**src/rtl/palindrome_stream_gen_if.sv**
```systemverilog
// Purpose : bundles the seed handshake, the serial stream and the parallel
//           word result of palindrome_stream_gen into one interface.
// Signals : seed/in_valid/in_ready  - seed handshake (source -> generator)
//           ser_data/ser_valid/ser_ready/ser_last - serial stream, MSB first
//           pal_word                - last built palindrome word
//           done                    - one-cycle pulse after the final bit
// Modports: master - seed source / serial sink side
//           slave  - generator side
interface palindrome_stream_gen_if #(
   parameter int unsigned HALF_W = 4,
   parameter int unsigned ODD    = 0
);
   localparam int unsigned PAL_W = (ODD != 0) ? 2 * HALF_W - 1 : 2 * HALF_W;

   logic [HALF_W-1:0] seed;
   logic              in_valid;
   logic              in_ready;
   logic              ser_data;
   logic              ser_valid;
   logic              ser_ready;
   logic              ser_last;
   logic [PAL_W-1:0]  pal_word;
   logic              done;

   modport master (
      output seed, in_valid, ser_ready,
      input  in_ready, ser_data, ser_valid, ser_last, pal_word, done
   );

   modport slave (
      input  seed, in_valid, ser_ready,
      output in_ready, ser_data, ser_valid, ser_last, pal_word, done
   );
endinterface

```
**src/rtl/palindrome_stream_gen.sv**
```systemverilog
// Purpose : accepts a half-word seed, builds the mirrored palindrome word
//           (even: {seed, rev(seed)}; odd: centre bit not duplicated),
//           shifts it out MSB first under valid/ready backpressure and holds
//           the full word on pal_word until the next seed is accepted.
// Ports   : clk   - rising-edge clock
//           rst_n - asynchronous active-low reset
//           bus   - palindrome_stream_gen_if.slave (seed handshake, serial
//                   stream, pal_word, done)
module palindrome_stream_gen #(
   parameter int unsigned HALF_W = 4,
   parameter int unsigned ODD    = 0
) (
   input  logic                          clk,
   input  logic                          rst_n,
   palindrome_stream_gen_if.slave        bus
);
   localparam int unsigned PAL_W = (ODD != 0) ? 2 * HALF_W - 1 : 2 * HALF_W;
   localparam int unsigned CW    = $clog2(PAL_W);

   typedef enum logic {
      S_IDLE  = 1'b0,
      S_SHIFT = 1'b1
   } state_t;

   state_t            r_state;
   logic [PAL_W-1:0]  r_shift;
   logic [PAL_W-1:0]  r_pal;
   logic [CW-1:0]     r_cnt;
   logic              r_in_ready;
   logic              r_ser_valid;
   logic              r_ser_last;
   logic              r_done;

   logic [HALF_W-1:0] w_rev;
   logic [PAL_W-1:0]  w_word;

   always_comb begin
      w_rev = '0;
      for (int unsigned i = 0; i < HALF_W; i++) begin
         w_rev[i] = bus.seed[HALF_W-1-i];
      end
   end

   // For the odd form, rev(seed[HALF_W-1:1]) is exactly the low HALF_W-1
   // bits of rev(seed), so the centre bit (seed[0]) appears only once.
   generate
      if (ODD != 0) begin : g_odd
         assign w_word = {bus.seed, w_rev[HALF_W-2:0]};
      end else begin : g_even
         assign w_word = {bus.seed, w_rev};
      end
   endgenerate

   always_ff @(posedge clk or negedge rst_n) begin
      if (!rst_n) begin
         r_state     <= S_IDLE;
         r_shift     <= '0;
         r_pal       <= '0;
         r_cnt       <= '0;
         r_in_ready  <= 1'b1;
         r_ser_valid <= 1'b0;
         r_ser_last  <= 1'b0;
         r_done      <= 1'b0;
      end else begin
         r_done <= 1'b0;
         case (r_state)
            S_IDLE: begin
               if (bus.in_valid) begin
                  r_pal       <= w_word;
                  r_shift     <= w_word;
                  r_cnt       <= CW'(PAL_W - 1);
                  r_in_ready  <= 1'b0;
                  r_ser_valid <= 1'b1;
                  r_ser_last  <= 1'b0;
                  r_state     <= S_SHIFT;
               end
            end
            S_SHIFT: begin
               if (bus.ser_ready) begin
                  // Shifting on the final handshake too leaves the register
                  // all-zero, so ser_data idles low between words.
                  r_shift <= {r_shift[PAL_W-2:0], 1'b0};
                  if (r_cnt == '0) begin
                     r_state     <= S_IDLE;
                     r_in_ready  <= 1'b1;
                     r_ser_valid <= 1'b0;
                     r_ser_last  <= 1'b0;
                     r_done      <= 1'b1;
                  end else begin
                     r_cnt      <= r_cnt - 1'b1;
                     // ser_last is registered: it rises with the bit whose
                     // counter value will be zero.
                     r_ser_last <= (r_cnt == CW'(1));
                  end
               end
            end
            default: r_state <= S_IDLE;
         endcase
      end
   end

   assign bus.in_ready  = r_in_ready;
   assign bus.ser_data  = r_shift[PAL_W-1];
   assign bus.ser_valid = r_ser_valid;
   assign bus.ser_last  = r_ser_last;
   assign bus.pal_word  = r_pal;
   assign bus.done      = r_done;
endmodule

```
**src/flat_wrapper.sv**
```systemverilog
// flat-port wrapper written by rule: the top's interface ports become plain ports
module palindrome_stream_gen_flat 
#(
   parameter int unsigned HALF_W = 4,
   parameter int unsigned ODD    = 0
)
  (clk, rst_n, bus_seed, bus_in_valid, bus_ser_ready, bus_in_ready, bus_ser_data, bus_ser_valid, bus_ser_last, bus_pal_word, bus_done);
  palindrome_stream_gen_if #(.HALF_W(HALF_W), .ODD(ODD)) bus_i ();
  input  logic clk;
  input  logic rst_n;
  input wire logic [$bits(bus_i.seed)-1:0] bus_seed;
  input wire logic [$bits(bus_i.in_valid)-1:0] bus_in_valid;
  input wire logic [$bits(bus_i.ser_ready)-1:0] bus_ser_ready;
  output wire logic [$bits(bus_i.in_ready)-1:0] bus_in_ready;
  output wire logic [$bits(bus_i.ser_data)-1:0] bus_ser_data;
  output wire logic [$bits(bus_i.ser_valid)-1:0] bus_ser_valid;
  output wire logic [$bits(bus_i.ser_last)-1:0] bus_ser_last;
  output wire logic [$bits(bus_i.pal_word)-1:0] bus_pal_word;
  output wire logic [$bits(bus_i.done)-1:0] bus_done;
  assign bus_i.seed = bus_seed;
  assign bus_i.in_valid = bus_in_valid;
  assign bus_i.ser_ready = bus_ser_ready;
  assign bus_in_ready = bus_i.in_ready;
  assign bus_ser_data = bus_i.ser_data;
  assign bus_ser_valid = bus_i.ser_valid;
  assign bus_ser_last = bus_i.ser_last;
  assign bus_pal_word = bus_i.pal_word;
  assign bus_done = bus_i.done;
  palindrome_stream_gen #(.HALF_W(HALF_W), .ODD(ODD)) u_core (.clk(clk), .rst_n(rst_n), .bus(bus_i));
endmodule
```
**config.mk**
```make
export PLATFORM = sky130hd
export DESIGN_NAME = palindrome_stream_gen_flat
export DESIGN_NICKNAME = d
export VERILOG_FILES = /design/src/rtl/palindrome_stream_gen_if.sv /design/src/rtl/palindrome_stream_gen.sv /design/src/flat_wrapper.sv
export SDC_FILE = /design/constraint.sdc
export NUM_CORES = 1
export LEC_CHECK = 0
export BUFFER_PORTS_ARGS = -buffer_cell sky130_fd_sc_hd__buf_2
export CAP_MARGIN = 20
export CORE_MARGIN = 5
export CORE_UTILIZATION = 50
export CTS_BUF_LIST = sky130_fd_sc_hd__clkbuf_8
export DETAILED_ROUTE_END_ITERATION = 8
export GPL_TIMING_DRIVEN = 0
export PLACE_DENSITY = 0.78
export SYNTH_ARGS = -nofsm -noshare
export SYNTH_HDL_FRONTEND = slang
export SYNTH_SLANG_ARGS = --single-unit
```
**constraint.sdc**
```tcl
create_clock -name clk -period 1.7 [get_ports clk]
set_input_delay 0.255 -clock clk [delete_from_list [all_inputs] [get_ports clk]]
set_output_delay 0.255 -clock clk [all_outputs]
set_load 0.05 [all_outputs]
```
==> results.json <==
{
  "status": "completed",
  "die-width_um": 56.7,
  "worst_pin_slew_ns": 0.445,
  "synthSimpleGateAreaFrac_pct": 15.4,
  "stdcell_count": 155,
  "synth-xor-area-share_pct": 0,
  "track_usage_pct": 15.5,
  "cts_buffers": 3,
  "syn_avg_cell_area_um2": 10.5,
  "synthAdderAreaFrac_pct": 3.45,
  "viasPerCell": 5.43,
  "cellLeakagePower_nw": 0.649,
  "clock_latency_ns": 0.26,
  "hold_path.class": "primary input to register",
  "overflow": 0,
  "slew_headroom_pct": 70.3,
  "powerDensity_mw_per_mm2": 1870,
  "synthMuxAreaShare_pct": 13.2,
  "peakVddDrop_uv": 1280,
  "synth_top_family_by_area": "simple AND/OR/NAND/NOR gates",
  "synth.net_count": 115,
  "fp.dieArea_mm2": 0.00321,
  "cpMaxStageDelayCell": "dfrtp_1",
  "max_clock_freq_mhz": 716,
  "max_stage_delay_ns": 0.41,
  "slew_viol_final": 0,
  "clk_pin_slew_ns": 0.07,
  "crit_family": "flip-flops",
  "period_needed_ns": 1.40,
  "placed_cells": 150,
  "io_pins": 21,
  "finClkSkew_ns": 0.00577,
  "via_count": 841,
  "nNetsFinal": 140,
  "worst_setup_path_end_kind": "register",
  "place_congestion": 0.758,
  "critical_path_class": "register to register",
  "yosysWarnings": 0,
  "syn2layout_area_growth_pct": 17.8,
  "setup-tns-final_ns": 0,
  "path_cells": "inv_1, ha_1, nand2b_4, and2_4, o311a_1",
  "antenna_left": 0,
  "seqCellArea_um2": 502,
  "rsz0062_at_grt": "false",
  "crit_arrival_ns": 1.55,
  "wire_per_inst_um": 14.8,
  "initial_core_util_pct": 53.8,
  "grt_antenna_before_repair": 0,
  "finalCritPeriodShare_pct": 82.1,
  "cp-start-kind": "register",
  "grt_max_degree": 21,
  "crit_buf_inv": 1,
  "worst-path-max-fanout": 4,
  "grt_pass1_vias": 806,
  "hold_viol_final": 0,
  "synth_compound_area_share_pct": 13.8,
  "htree_num_levels": 1,
  "ys_seq_area_share_pct": 46.1,
  "first_iter_violations": 12,
  "drc": 0,
  "grt_pass1_wl_mm": 3.84,
  "cts_sinks": 20,
  "post_route_cells_drive_above_1_share_pct": 41.4,
  "clk_path_buf_depth": 2,
  "nFillCells": 169,
  "required_ns": 1.85,
  "place.port_buffers": 19,
  "yosysUniqueCellTypes": 32,
  "drv_cap": 0,
  "die_h_um": 56.7,
  "multi_input_area_um2": 499,
  "wl_mm": 2.29,
  "hpwl_mm": 1.61,
  "core_mm2": 0.00202,
  "finalSetupViolCount": 0,
  "syn_area_mm2": 0.00109,
  "netlist_instances": 104,
  "synth_seq_cells": 20,
  "cts_hold_buf": 1,
  "cts_resized": 0,
  "cts_tree": "built",
  "rows": 16,
  "root_buffer": "clkbuf_8",
  "post_cts_buffers": 0,
  "drt_pre_antenna_iters": 4,
  "antennaDiodeCount": 0,
  "utilization_pct": 63.4,
  "hold_ws_ns": 0.232
}
==> metrics by stage <==
step / setup WS (ns) / power (W) / cell area [µm²]
floorplan: 0.409 / 0.00176 / 1090
CTS: 0.307 / 0.00241 / 1280
detailed placement: 0.321 / 0.00202 / 1220
global route: 0.240 / 0.00254 / 1280
global placement: 0.347 / 0.00198 / 1220
finish: 0.304 / 0.00240 / 1280
==> power breakdown <==
group | internal (W) | switching, W | leakage [nW]
logic | 0.000434 | 0.000802 | 0.370
clock network | 0.000206 | 0.000157 | 0.0288
registers | 0.000661 | 0.000135 | 0.250
==> registers in the layout, summed over array words and instances (netlist names) <==
name	count
u_core.bus.ser_last	1
u_core.r_state	1
u_core.r_cnt	3
u_core.r_shift	8
u_core.bus.pal_word	4
u_core.bus.done	1
u_core.bus.ser_valid	1
u_core.bus.in_ready	1
==> synthesized netlist by cell type, drive strengths merged <==
| master | count | share of area [%] |
|---|---|---|
| dfrtp | 19 | 44 |
| o21ai | 16 | 8.4 |
| nand2 | 13 | 4.7 |
| buf | 10 | 6.7 |
| mux2 | 10 | 11 |
| nand2b | 5 | 3.6 |
| nor2 | 5 | 1.7 |
| inv | 4 | 1.4 |
| ha | 3 | 3.4 |
| a21oi | 2 | 0.92 |
| and2 | 2 | 1.4 |
| mux2i | 2 | 1.8 |
| nand4 | 2 | 1.1 |
| a211oi | 1 | 0.69 |
| a2bb2oi | 1 | 0.80 |
| a31oi | 1 | 0.58 |
| and2b | 1 | 0.80 |
| and3b | 1 | 0.92 |
| dfstp | 1 | 2.4 |
| nor2b | 1 | 0.58 |
| o211a | 1 | 0.92 |
| o22ai | 1 | 0.58 |
| o311a | 1 | 0.92 |
| or3 | 1 | 0.58 |
==> cells by family after synthesis <==
family	after synthesis
buf+inv	14
compound gates	24
flops	20
fa+ha+maj	3
simple gates	31
mux	12
==> final timing paths <==
| kind | endpoint | depth (start not counted) | slack, ns | startpoint |
|---|---|---|---|---|
| max | u_core.r_cnt[1] | 5 | 0.30 | u_core.r_cnt[0] |
| min reg2reg | u_core.bus.in_ready | 2 | 0.48 | u_core.bus.in_ready |
| min in group asynchronous | u_core.r_cnt[1] | 2 | 0.47 | rst_n |
| max reg2reg | u_core.r_cnt[1] | 5 | 0.30 | u_core.r_cnt[0] |
| min | u_core.bus.pal_word[4] | 2 | 0.23 | bus_seed[0] |
| max in group asynchronous | u_core.bus.in_ready | 2 | 0.90 | rst_n |
==> final cells by class <==
| type | instances | share of cell area, % |
|---|---|---|
| plain buffers | 10 | 5.66 |
| clock buffers | 4 | 4.29 |
| inverters | 4 | 1.17 |
| multi-input cells | 70 | 38.9 |
| flip-flops and latches | 20 | 39.1 |
| well taps | 27 | 2.63 |
| repair buffers | 20 | 8.20 |
==> routing by layer <==
layer / routed length, µm / GRT usage (%)
met1: 1070 / 21.7
met2: 1050 / 22.4
met3: 133 / 2.75
met4: 45 / 8.14
met5: 0 / 0
==> layout by cell type, fill, tap and decap left out, drive strengths merged, types with 2 or more instances in the layout <==
master | Yosys | layout
buf | 10 | 29
dfrtp | 19 | 19
o21ai | 16 | 16
nand2 | 13 | 13
mux2 | 10 | 10
nor2 | 5 | 5
nand2b | 5 | 5
clkbuf | 0 | 4
inv | 4 | 4
ha | 3 | 3
nand4 | 2 | 2
a21oi | 2 | 2
mux2i | 2 | 2
and2 | 2 | 2
No activity file was read; power rests on OpenSTA's default activity.
